[config.mk]
export PLATFORM = sky130hd
export DESIGN_NAME = puf_eval_ctrl
export DESIGN_NICKNAME = d
export VERILOG_FILES = /design/src/rtl/puf_pkg.sv /design/src/rtl/puf_resp_sync.sv /design/src/rtl/puf_eval_ctrl.sv
export SDC_FILE = /design/constraint.sdc
export NUM_CORES = 1
export LEC_CHECK = 0
export CORE_ASPECT_RATIO = 0.8
export CORE_MARGIN = 10
export CORE_UTILIZATION = 45
export CTS_CLUSTER_SIZE = 20
export DETAILED_ROUTE_END_ITERATION = 16
export PLACE_DENSITY = 0.78
export SLEW_MARGIN = 20
export SYNTH_ARGS = -nofsm -noshare
export SYNTH_HDL_FRONTEND = slang
export SYNTH_SLANG_ARGS = --single-unit
[constraint.sdc]
create_clock -name clk -period 6.3 [get_ports clk]
set_clock_uncertainty 0.2 [all_clocks]
set_input_delay 0.63 -clock clk [delete_from_list [all_inputs] [get_ports clk]]
set_output_delay 0.63 -clock clk [all_outputs]
set_load 0.02 [all_outputs]
[src/rtl/puf_pkg.sv]
// Shared types and constants for the arbiter-PUF challenge/response controller.
//   - state_t   : controller FSM states
//   - CH_W      : challenge width
//   - LFSR_TAPS : Galois feedback mask for the challenge generator
//   - SEED_ZERO_SUB : substitute for the all-zero (lock-up) seed
//   - lfsr_next : one step of the right-shift Galois LFSR
package puf_pkg;

   localparam int unsigned CH_W = 8;
   localparam logic [CH_W-1:0] LFSR_TAPS     = 8'hB8;
   localparam logic [CH_W-1:0] SEED_ZERO_SUB = 8'h01;

   typedef enum logic [2:0] {
      IDLE,
      ARM,
      LAUNCH,
      SAMPLE,
      ACC,
      DONE
   } state_t;

   // Right-shift Galois step; taps are folded in when the bit shifted out is 1.
   function automatic logic [CH_W-1:0] lfsr_next(input logic [CH_W-1:0] cur);
      return (cur >> 1) ^ (cur[0] ? LFSR_TAPS : '0);
   endfunction

endpackage

[src/rtl/puf_resp_sync.sv]
// Two-flop synchronizer bringing the asynchronous PUF response into clk.
//   clk : system clock
//   rst : asynchronous active-high reset (clears both flops)
//   d   : asynchronous input
//   q   : synchronized output
module puf_resp_sync (
   input  logic clk,
   input  logic rst,
   input  logic d,
   output logic q
);

   logic meta;

   always_ff @(posedge clk or posedge rst) begin
      if (rst) begin
         meta <= 1'b0;
         q    <= 1'b0;
      end else begin
         meta <= d;
         q    <= meta;
      end
   end

endmodule

[src/rtl/puf_eval_ctrl.sv]
// Challenge/response controller for a feed-forward arbiter PUF. Generates
// challenges from an 8-bit LFSR, sequences PUF reset/launch, samples the
// synchronized response VOTES times per bit, majority-votes each bit into a
// response word and counts bits whose votes were not unanimous.
//   clk, rst      : clock, asynchronous active-high reset
//   start, seed   : request pulse and initial challenge (ignored while busy)
//   busy, done    : request in progress / one-cycle result-valid pulse
//   resp_word     : voted response, first evaluated bit in the MSB
//   unstable_cnt  : number of non-unanimous bits
//   puf_ch        : challenge applied to the PUF
//   puf_in        : launch edge into the mux chain
//   puf_rst       : reset for the PUF arbiter flops
//   puf_resp      : PUF response, asynchronous to clk
module puf_eval_ctrl
   import puf_pkg::*;
#(
   parameter int unsigned RESP_BITS  = 16,
   parameter int unsigned VOTES      = 5,
   parameter int unsigned RST_CYC    = 4,
   parameter int unsigned SETTLE_CYC = 16
) (
   input  logic                               clk,
   input  logic                               rst,
   input  logic                               start,
   input  logic [CH_W-1:0]                    seed,
   output logic                               busy,
   output logic                               done,
   output logic [RESP_BITS-1:0]               resp_word,
   output logic [$clog2(RESP_BITS+1)-1:0]     unstable_cnt,
   output logic [CH_W-1:0]                    puf_ch,
   output logic                               puf_in,
   output logic                               puf_rst,
   input  logic                               puf_resp
);

   localparam int unsigned UW   = $clog2(RESP_BITS + 1);
   localparam int unsigned VW   = $clog2(VOTES + 1);
   localparam int unsigned BW   = (RESP_BITS > 1) ? $clog2(RESP_BITS) : 1;
   localparam int unsigned CMAX = (RST_CYC > SETTLE_CYC) ? ((RST_CYC > 2) ? RST_CYC : 2)
                                                         : ((SETTLE_CYC > 2) ? SETTLE_CYC : 2);
   localparam int unsigned CW   = $clog2(CMAX);

   state_t               state, state_n;
   logic [CW-1:0]        cyc_cnt, cyc_n;
   logic [VW-1:0]        vote_cnt, vote_n;
   logic [VW-1:0]        ones, ones_n, ones_sum;
   logic [BW-1:0]        bit_idx, bit_n;
   logic [RESP_BITS-1:0] shreg, sh_n, word_n;
   logic [UW-1:0]        unst, unst_n, ucnt_n;
   logic [CH_W-1:0]      lfsr_n;
   logic                 busy_n, done_n, puf_rst_n, puf_in_n;
   logic                 maj;
   logic                 resp_sync;

   puf_resp_sync u_sync (
      .clk (clk),
      .rst (rst),
      .d   (puf_resp),
      .q   (resp_sync)
   );

   // State, datapath and output registers; outputs follow the current state one cycle later.
   always_ff @(posedge clk or posedge rst) begin
      if (rst) begin
         state        <= IDLE;
         cyc_cnt      <= '0;
         vote_cnt     <= '0;
         ones         <= '0;
         bit_idx      <= '0;
         shreg        <= '0;
         unst         <= '0;
         puf_ch       <= '0;
         resp_word    <= '0;
         unstable_cnt <= '0;
         busy         <= 1'b0;
         done         <= 1'b0;
         puf_in       <= 1'b0;
         puf_rst      <= 1'b1;
      end else begin
         state        <= state_n;
         cyc_cnt      <= cyc_n;
         vote_cnt     <= vote_n;
         ones         <= ones_n;
         bit_idx      <= bit_n;
         shreg        <= sh_n;
         unst         <= unst_n;
         puf_ch       <= lfsr_n;
         resp_word    <= word_n;
         unstable_cnt <= ucnt_n;
         busy         <= busy_n;
         done         <= done_n;
         puf_in       <= puf_in_n;
         puf_rst      <= puf_rst_n;
      end
   end

   // Next-state and next-value logic.
   always_comb begin
      state_n   = state;
      cyc_n     = cyc_cnt;
      vote_n    = vote_cnt;
      ones_n    = ones;
      bit_n     = bit_idx;
      sh_n      = shreg;
      unst_n    = unst;
      lfsr_n    = puf_ch;
      word_n    = resp_word;
      ucnt_n    = unstable_cnt;
      ones_sum  = ones + VW'(resp_sync);
      maj       = (ones_sum > VW'(VOTES / 2));
      busy_n    = (state == ARM) || (state == LAUNCH) || (state == SAMPLE) || (state == ACC);
      done_n    = (state == DONE);
      puf_rst_n = (state == IDLE) || (state == ARM) || (state == DONE);
      puf_in_n  = ~puf_rst_n;

      case (state)
         IDLE: begin
            if (start) begin
               lfsr_n  = (seed == '0) ? SEED_ZERO_SUB : seed;
               cyc_n   = '0;
               vote_n  = '0;
               ones_n  = '0;
               bit_n   = '0;
               sh_n    = '0;
               unst_n  = '0;
               state_n = ARM;
            end
         end
         ARM: begin
            if (cyc_cnt == CW'(RST_CYC - 1)) begin
               cyc_n   = '0;
               state_n = LAUNCH;
            end else begin
               cyc_n = cyc_cnt + CW'(1);
            end
         end
         LAUNCH: begin
            if (cyc_cnt == CW'(SETTLE_CYC - 1)) begin
               cyc_n   = '0;
               state_n = SAMPLE;
            end else begin
               cyc_n = cyc_cnt + CW'(1);
            end
         end
         // Two extra cycles so the synchronizer holds the settled response.
         SAMPLE: begin
            if (cyc_cnt == CW'(1)) begin
               cyc_n   = '0;
               state_n = ACC;
            end else begin
               cyc_n = cyc_cnt + CW'(1);
            end
         end
         ACC: begin
            if (vote_cnt < VW'(VOTES - 1)) begin
               vote_n  = vote_cnt + VW'(1);
               ones_n  = ones_sum;
               state_n = ARM;
            end else begin
               sh_n = (shreg << 1) | RESP_BITS'(maj);
               if ((ones_sum != '0) && (ones_sum != VW'(VOTES))) begin
                  unst_n = unst + UW'(1);
               end
               lfsr_n  = lfsr_next(puf_ch);
               vote_n  = '0;
               ones_n  = '0;
               bit_n   = bit_idx + BW'(1);
               state_n = (bit_idx == BW'(RESP_BITS - 1)) ? DONE : ARM;
            end
         end
         DONE: begin
            word_n  = shreg;
            ucnt_n  = unst;
            state_n = IDLE;
         end
         default: state_n = IDLE;
      endcase
   end

endmodule

==> flow_summary_export.csv <==
group,metric,value,unit
grt,grt_max_degree,74,
route,dr_wl_met2,3080,microns
timing,rsz0062_at_grt,"no",
pwr,p_sw,199,uW
final_layout,nets,361,
worst_setup_path,regToRegStartpoint,"state[1]",
logic_synthesis,synth-adder-area-share,2.72,%
timing,setup_ws,3510,ps
worst_setup_path,critical_path_class,"reg -> reg",
worst_setup_path,reg2reg_to,"resp_word[0]",
logic_synthesis,synth_xor_area_share,2.37,%
logic_synthesis,synth-compound-area-share,14.0,%
placed_design,dpl_cell_area,3690,sq um
clock_network,cts_tree,"built",
floorplan,core_area,6930,sq um
clock_network,cts_max_level,3,
grt,grt_pass1_wl,11800,microns
logic_synthesis,ys_ff_latch,73,
route,vias_per_cell,5.38,
logic_synthesis,syn_nets,321,
floorplan,start_util,46.5,%
logic_synthesis,synth-edff-count,0,
grt,antenna_found_initial,0,
route,antenna_left,0,
worst_setup_path,critPathCaptureType,"flip-flop",
placed_design,hpwl,4590,microns
worst_setup_path,critPathMostFrequentCell,"nand2_1",
route,met1_length,3260,microns
worst_setup_path,worstPathRequired,6330,ps
min_path,hold_start,"u_sync.meta",
placed_design,io_buffers,44,
worst_setup_path,critPathBufInv,1,
floorplan,fp.dieW,115,microns
clock_network,clock_latency,350,ps
final_layout,final_layout_size_suffix_gt1_share,10.1,%
clock_network,cts_resized,0,
status,status,"finished, final reports clean",
worst_setup_path,cp_top_family,"simple AND/OR/NAND/NOR gates",
placed_design,dp_slack,3480,ps
floorplan,die_area,11000,sq um
worst_setup_path,critical_path_arrival,2830,ps
min_path,hold_end,"u_sync.q",
timing,setup_viol,0,
timing,fmax,0.358,GHz
floorplan,boundaryPins,45,
logic_synthesis,synth_cell_type_count,52,
floorplan,rows,27,
final_layout,antennaDiodeCount,0,
worst_setup_path,crit_path_max_fanout,22,
logic_synthesis,async_flop_share,100,%
route,highest_layer,"met4",
logic_synthesis,synth_warnings,0,
route,routed-wl-met3,539,microns
logic_synthesis,synth_cells,302,
worst_setup_path,critPathLaunchType,"flip-flop",
grt,groute.usage.overall,13.3,%
clock_network,postCtsHoldBufs,0,
route,dr.pass1.iters,4,
min_path,hold_path_class,"reg -> reg",
logic_synthesis,syn_area,3220,sq um
route,drc_errors,0,
timing,fin_crit_sh,44.3,%
pwr,clkPwrFrac,46.6,%
floorplan,die_y,95.7,microns
clock_network,cts_buffers,9,
timing,drv_slew,0,
worst_setup_path,cp_slowest_stage_delay,750,ps
final_layout,final_cells,434,
final_layout,final_util,56.9,%
pwr,p_per_area,240,nW/um^2
pwr,power_switching_share,21.0,%
pwr,intPower,747,uW
logic_synthesis,synth_top_family_by_area,"simple AND/OR/NAND/NOR gates",
placed_design,place_congestion,0.852,
route,drt_iter0_markers,132,
min_path,holdPathStages,0,
grt,grt_pass1_vias,2373,
logic_synthesis,synth_simple_gate_area_share,18.5,%
timing,hold_violations,0,
final_layout,final_area,3940,sq um
flow_run,maxCapViolations,0,
route,post_drt_wl_per_cell,16.0,microns
logic_synthesis,yosysSeqAreaShare,56.8,%
timing,max_slew.worst_pin.slew,936,ps
route,routed_wl,6930,microns
logic_synthesis,synth_flop_cell,"dfrtp_1",
grt,grt_overflow,0,
pwr,power_frac_seq,50.2,%
worst_setup_path,cp_cell_sequence,"nand3b_1, clkinv_1, nand2_1, nand2_1",
worst_setup_path,rr_worst_depth,4,
clock_network,clock_sinks,73,
final_layout,num-fill-cells,589,
route,vias,2333,
clock_network,cts.path.max_buffers,2,
pwr,p_comb_share,3.1,%
final_layout,syn_to_final_growth,22.3,%
timing,slew-limit-headroom,37.4,%
logic_synthesis,muxShareOfSynthArea,2.06,%
placed_design,dp_cells,418,
worst_setup_path,cpMaxStageDelayCell,"nand3b_1",
pwr,ir_worst_vdd,0.000150,V
pwr,power.leakage,0.00177,uW
worst_setup_path,reg2reg_slack,3510,ps
timing,fin_crit,2790,ps
clock_network,clockRootBuffer,"clkbuf_8",
logic_synthesis,avgSynthCellArea,10.7,sq um
clock_network,cts_setup_buffers,0,
timing,fin_setup_tns,0,ps
clock_network,clk_pin_slew,80,ps
-- how the worst max path moves through the flow --
stage,from,end,cells past startpoint
detailed placement,state[1],resp_word[0],4
floorplan,rst,bit_idx[0],1
global route,state[1],resp_word[13],4
finish,state[1],resp_word[0],4
global placement,start,bit_idx[3],5
CTS,state[1],resp_word[0],4
-- sequential cells by signal, indices dropped and copies added, names as in the netlist, 3 cells and up --
signal        cells
state             3
cyc_cnt           4
resp_word        16
unstable_cnt      5
shreg            16
unst              5
vote_cnt          3
ones              3
bit_idx           4
puf_ch            8
-- area by class of cell --
type | instances | area, sq um | share of cell area [%]
multi-input cells | 206 | 1280 | 32.6
well taps | 87 | 109 | 2.76
flip-flops and latches | 73 | 1830 | 46.4
clock buffers | 9 | 124 | 3.15
inverters | 7 | 26.3 | 0.667
clock inverters | 7 | 119 | 3.02
repair buffers | 45 | 448 | 11.4
-- synth_stat cells (2+ instances only) --
master | count | area (sq um)
a21boi_0 | 2 | 15.0
a21oi_1 | 11 | 55.1
a22o_1 | 17 | 149
a31oi_1 | 4 | 25.0
a32o_1 | 4 | 40.0
buf_1 | 2 | 7.51
buf_2 | 6 | 30.0
buf_6 | 2 | 22.5
clkbuf_1 | 5 | 18.8
dfrtp_1 | 72 | 1800
ha_1 | 7 | 87.6
inv_1 | 6 | 22.5
mux2_2 | 5 | 56.3
nand2_1 | 75 | 282
nand2b_1 | 4 | 25.0
nand3_1 | 7 | 35.0
nand3b_1 | 2 | 15.0
nor2_1 | 13 | 48.8
nor3_1 | 3 | 15.0
o21ai_0 | 16 | 80.1
o31ai_1 | 2 | 15.0
or2_2 | 2 | 12.5
or3_1 | 2 | 12.5
xnor2_1 | 3 | 26.3
xor2_1 | 3 | 26.3
-- power by group through the flow --
stage          logic, uW  registers (uW)  clock network (uW)
4_1_cts             30.6             475                 450
2_1_floorplan       13.7             485                   0
3_5_place_dp        30.5             485                   0
6_report            29.7             475                 441
5_1_grt             33.9             476                 472
3_3_place_gp        29.9             484                   0
-- per-stage QoR --
stage          hold WS (ps)  power (uW)
2_1_floorplan           131         499
3_3_place_gp            135         514
3_5_place_dp            137         515
4_1_cts                 155         956
5_1_grt                 163         982
6_report                153         946
-- metal layers --
metal  vias up  track usage, %
li1       1133               -
met1      1140            16.7
met2        55            20.4
met3         5            5.27
met4         0            4.58
met5         -               0
-- logic make-up after synthesis --
group / after synthesis
simple gates: 122
flops: 73
compound gates: 64
buf+inv: 23
xor+xnor: 7
fa+ha+maj: 7
mux: 6
-- layout by cell type (no fill, tap or decap), types with 7 or more instances in the layout --
master | netlist | routed
a21oi_1 | 11 | 11
ha_1 | 7 | 7
nor2_1 | 13 | 13
clkbuf_8 | 0 | 9
nand3_1 | 7 | 7
a22o_1 | 17 | 17
o21ai_0 | 16 | 16
dfrtp_1 | 72 | 72
nand2_1 | 75 | 75
clkdlybuf4s50_1 | 0 | 44
(Power assumes the default switching activity.)
==> patch 1: new RTL, config.mk and constraints unchanged <==
Encoding of `state_t`: now one-hot (6 bits for 6 states).
--- a/src/rtl/puf_pkg.sv
+++ b/src/rtl/puf_pkg.sv
@@ -11,11 +11,11 @@
    localparam logic [CH_W-1:0] SEED_ZERO_SUB = 8'h01;
 
-   typedef enum logic [2:0] {
-      IDLE,
-      ARM,
-      LAUNCH,
-      SAMPLE,
-      ACC,
-      DONE
+   typedef enum logic [5:0] {
+      IDLE   = 6'b000001,
+      ARM    = 6'b000010,
+      LAUNCH = 6'b000100,
+      SAMPLE = 6'b001000,
+      ACC    = 6'b010000,
+      DONE   = 6'b100000
    } state_t;
 
Function: no difference found for any inputs over 10 cycles, from zero or initial values and one cycle with rst high; not proved beyond that.
==> patch 1 against the original RTL <==
Setup slack improved by 100 ps. First-iteration DRC count increased by 21%. Critical endpoint is now cyc_cnt[3]. Routed wire length increased by 6.6%. Highest routed layer unchanged. Synthesized area increased by 6.3%. Critical path type unchanged. Design area increased by 5.1%. Sequential cell count increased by 3.
Power is not compared: it rests on default switching activity, and its combinational part moved more than twofold at a synthesized area within 25%.
==> patch 1: results (changes against the original RTL) <==
.. list-table::
   :header-rows: 1

   * - Metric
     - Value
   * - Vias in the first global route
     - 2506 (+5.6%)
   * - Wire length of the first global-routing pass
     - 12500 µm (+5.5%)
   * - Clock-pin transition on the worst setup and hold timing paths
     - 80 ps (about the same)
   * - Total length of routed wires
     - 7390 µm (+6.6%)
   * - Final Util
     - 56.0% (-0.90 points)
   * - Main area contributors after synthesis
     - dfrtp_1 (54%), mux2_2 (6.9%), nand3_1 (5.0%)
   * - Outcome
     - finished clean
   * - Post-placement worst setup slack
     - 3190 ps (-286 ps)
   * - Critical-path maximum fanout
     - 32 (+45%)
   * - Count of maximum capacitance violations
     - 0 (unchanged)
   * - Data arrival time of the critical path
     - 2730 ps (-100 ps)
   * - Total instance count after detailed placement
     - 444 (+6.2%)
   * - Fraction of final layout cells with drive strength greater than 1
     - 14.6% (+4.5 points)
   * - Worst rel slew slack
     - 37.6% (+0.23 points)
   * - Final min period
     - 2690 ps (-99.6 ps)
   * - Post-detail-place hpwl
     - 4980 µm (+8.5%)
   * - Setup fix buffers added after clock tree synthesis
     - 0 (unchanged)
   * - Number of DRC markers after the initial detailed-route iteration
     - 160 (+21%)
   * - CORE AREA
     - 0.00739 mm² (+6.7%)
   * - Total via count after detailed routing
     - 2550 (+9.3%)
   * - Fin cells
     - 461 (+6.2%)
   * - Post-Synthesis Net Count
     - 329 (+2.5%)
   * - Netlist cell types
     - 48 (-7.7%)
   * - Placer Congestion
     - 0.843 (-1.0%)
   * - Part of the Yosys area used for sequential elements
     - 55.7% (-1.1 points)
   * - Largest net degree at the start of global routing
     - 77 (+4.1%)
   * - Top cell types by occurrence after synthesis
     - dfrtp_1 (74), nand2_1 (44), nand3_1 (34), mux2_2 (21), o21ai_0 (16)
   * - Cell type of the slowest stage on the worst timing path
     - nor4_1
   * - Post-layout nets
     - 370 (+2.5%)
   * - Latest clock arrival within the worst-skew pair
     - 360 ps
   * - Instance count of the mapped netlist
     - 310 (+2.6%)
   * - All-layer global routing usage
     - 12.9% (-0.37 points)
   * - Worst-case register-to-register setup slack
     - 3610 ps (+100 ps)
   * - Peak per-stage delay on the critical path
     - 590 ps (-160 ps)
==> patch 1: cell count changes in the layout (fill, tap and decap cells not counted), moves of 4 or more <==
cell | unedited run | this run
a22o_1 | 17 | 1
or4_1 | 1 | 5
nor2_1 | 13 | 5
a31oi_1 | 4 | 0
a21oi_1 | 11 | 6
mux2_2 | 5 | 21
inv_1 | 5 | 9
nand3_1 | 7 | 33
nor3_1 | 3 | 9
mux2i_1 | 1 | 5
nand2_1 | 75 | 43
a21o_1 | 0 | 4
==> patch 1: per-stage QoR <==
stage          hold WS (ps)  cell area [µm²]
4_1_cts                 163             4110
3_5_place_dp            143             3920
3_3_place_gp            139             3920
6_report                162             4140
2_1_floorplan           131             3420
5_1_grt                 176             4140
==> patch 1: cell type report <==
cell class                 count  area, µm²
clock inverter                 6       53.8
inverter                      10       37.5
fill                         622       3260
timing repair buffer          46        463
tap                          105        131
sequential                    76       1900
clock buffer                  10        138
multi-input combinational    208       1410
==> patch 1: final timing paths <==
check                             from  cells past startpoint          to
max in group asynchronous          rst                      3    state[2]
hold / removal             u_sync.meta                      0    u_sync.q
hold reg to reg            u_sync.meta                      0    u_sync.q
setup / recovery              state[2]                      4  cyc_cnt[3]
min in group asynchronous          rst                      3    shreg[5]
setup reg to reg              state[2]                      4  cyc_cnt[3]
==> patch 1: cell families after synthesis <==
kind of cell             share of synthesized area, %
AO/OA/AOI/OAI                                    7.86
XOR/XNOR                                         1.97
adder cells (fa/ha/maj)                          2.56
buffers and inverters                            3.37
flip-flops                                       55.7
multiplexers                                     8.81
AND/OR/NAND/NOR                                  19.8
==> patch 1: routing by layer <==
metal	global-route usage, %	vias to the layer above	wire length [µm]
met5	0	-	0
met3	5.52	11	628
met4	4.93	0	102
met1	16.9	1256	3360
li1	-	1189	-
met2	18.5	94	3300
==> patch 2: new RTL, config.mk and constraints unchanged <==
Without the edit above. Change the parameter `RESP_BITS` from 16 to 8.
--- a/src/rtl/puf_eval_ctrl.sv
+++ b/src/rtl/puf_eval_ctrl.sv
@@ -15,5 +15,5 @@
    import puf_pkg::*;
 #(
-   parameter int unsigned RESP_BITS  = 16,
+   parameter int unsigned RESP_BITS  = 8,
    parameter int unsigned VOTES      = 5,
    parameter int unsigned RST_CYC    = 4,
Interface: changed (resized resp_word and unstable_cnt); port bits go from 45 to 36. The function was not compared with the original's and may differ.
==> patch 2 against the original RTL <==
Sequential cell count decreased by 19. Count of clock-buffer cells in the layout down 4. Core utilization shrank 0.16 points. Design area shrank 27%. Synthesized area fell by 25%. Power down 39%. Highest routed layer unchanged. Global-route usage down 1.3 points. Setup slack better by 180 ps. Largest power group unchanged. Combinational power shrank 22%. Routed wire length decreased by 31%.
==> patch 2: results (changes against the original RTL) <==
.. list-table::
   :header-rows: 1

   * - Metric
     - Value
   * - Filler cells
     - 439 (-25%)
   * - Non-clock buffer share of cell area
     - 12.4% (+1.0 points)
   * - Sequential share of cell area
     - 46.8% (+0.41 points)
   * - Post-layout nets
     - 274 (-24%)
   * - All-layer global routing usage
     - 12.0% (-1.3 points)
   * - Main area contributors after synthesis
     - dfrtp_1 (55%), nand2_1 (7.3%), a22o_1 (4.7%)
   * - Critical-path maximum fanout
     - 17 (-23%)
   * - Inverters excl. clock
     - 10 (+3)
   * - Drt via density
     - 5.33 (-0.82%)
   * - Worst hold margin
     - 169 ps (+15.9 ps)
   * - Peak per-stage delay on the critical path
     - 770 ps (+20 ps)
   * - Vias in the first global route
     - 1787 (-25%)
   * - Post-detail-place hpwl
     - 3400 µm (-26%)
   * - Post-Synthesis Net Count
     - 240 (-25%)
   * - Worst-case register-to-register setup slack
     - 3680 ps (+180 ps)
   * - Number of port buffers
     - 35 (-20%)
   * - Nonclk buf count
     - 36 (-20%)
   * - Number of DRC markers after the initial detailed-route iteration
     - 102 (-23%)
   * - Relative area of clock buffers and inverters in the final design
     - 3.25% (-2.9 points)
   * - Share of cell area taken by multi-input logic gates
     - 33.5% (+0.89 points)
   * - Clock-pin transition on the worst setup and hold timing paths
     - 100 ps (+20 ps)
   * - Launching point of the worst reg2reg path
     - state[2]
   * - Critical R2R Capture
     - unst[1]
   * - Total length of routed wires
     - 4750 µm (-31%)
   * - Wire length of the first global-routing pass
     - 8500 µm (-28%)
   * - Placer Congestion
     - 0.749 (-12%)
   * - Maximum vdd drop
     - 114 µV (-24%)
   * - HP Class
     - flip-flop to flip-flop
   * - Part of the Yosys area used for sequential elements
     - 56.2% (-0.63 points)
   * - Outcome
     - finished clean
   * - Fraction of final layout cells with drive strength greater than 1
     - 8.24% (-1.9 points)
   * - Multi-input gates
     - 147 (-29%)
   * - Pleak
     - 1.34 nW (-24%)
   * - Total via count after detailed routing
     - 1690 (-28%)
   * - Latest clock arrival within the worst-skew pair
     - 320 ps (-30 ps)
   * - Top cell types by occurrence after synthesis
     - dfrtp_1 (53), nand2_1 (47), o21ai_0 (14), a22o_1 (13), mux2i_1 (10)
   * - Antenna diode instance count
     - 0 (unchanged)
   * - Depth of the CTS H-tree
     - 2 (-1)
   * - Average cell area after synthesis
     - 10.9 µm² (+2.7%)
   * - Total clock buffers created by CTS
     - 5 (-4)
   * - Total instance count after detailed placement
     - 309 (-26%)
   * - Worst rel slew slack
     - 40.5% (+3.1 points)
   * - Number of sequential storage elements
     - 54 (-26%)
   * - Netlist cell types
     - 45 (-13%)
   * - Hold EP
     - u_sync.q
   * - Cell type of the slowest stage on the worst timing path
     - nor3b_2
   * - Largest net degree at the start of global routing
     - 55 (-26%)
   * - Largest registers
     - puf_ch (8), resp_word (8), shreg (8)
## patch 2: cell count changes in the layout (fill, tap and decap cells not counted), moves of 7 or more
cell / change
nand2_1: -28
dfrtp_1: -19
nor2_1: -10
clkdlybuf4s50_1: -9
mux2i_1: +9
a21oi_1: -7
## patch 2: metrics by stage
step / worst slack (ps) / instance area [µm²]
after floorplan: 4160 / 2410
after global placement: 3770 / 2790
after detailed placement: 3700 / 2790
after CTS: 3660 / 2890
after global routing: 3430 / 2890
final: 3680 / 2890
## patch 2: worst max path at each step
stage | endpoint | start | slack (ps) | cells after the start
after CTS | unst[1] | state[2] | 3660 | 4
final | unst[1] | state[2] | 3680 | 4
after detailed placement | unst[1] | state[2] | 3700 | 4
after floorplan | bit_idx[0] | rst | 4160 | 1
after global routing | unst[1] | state[2] | 3430 | 4
after global placement | unst[0] | state[2] | 3770 | 4
## patch 2: metal layers
| metal | share of wire (%) | global-route usage, % | routed length, µm | vias up |
|---|---|---|---|---|
| li1 | - | - | - | 829 |
| met1 | 47 | 15.6 | 2220 | 819 |
| met2 | 45 | 18.0 | 2130 | 35 |
| met3 | 6.9 | 4.86 | 330 | 7 |
| met4 | 1.6 | 3.24 | 74 | 0 |
| met5 | 0 | 0 | 0 | - |
## patch 2: where the power goes
group	leakage (nW)	switching (mW)	internal [mW]
Combinational	0.599	0.0130	0.0102
Clock	0.0447	0.123	0.0805
Sequential	0.692	0.000778	0.348
## patch 2: logic make-up (layout without fill, tap and decap cells)
family | count (synthesis) | count (layout) | share of synthesized area [%]
simple gates | 72 | 72 | 14.0
compound gates | 45 | 45 | 13.0
flops | 54 | 54 | 56.2
buf+inv | 19 | 54 | 3.69
fa+ha+maj | 8 | 8 | 4.16
xor+xnor | 8 | 8 | 2.91
mux | 14 | 14 | 6.03
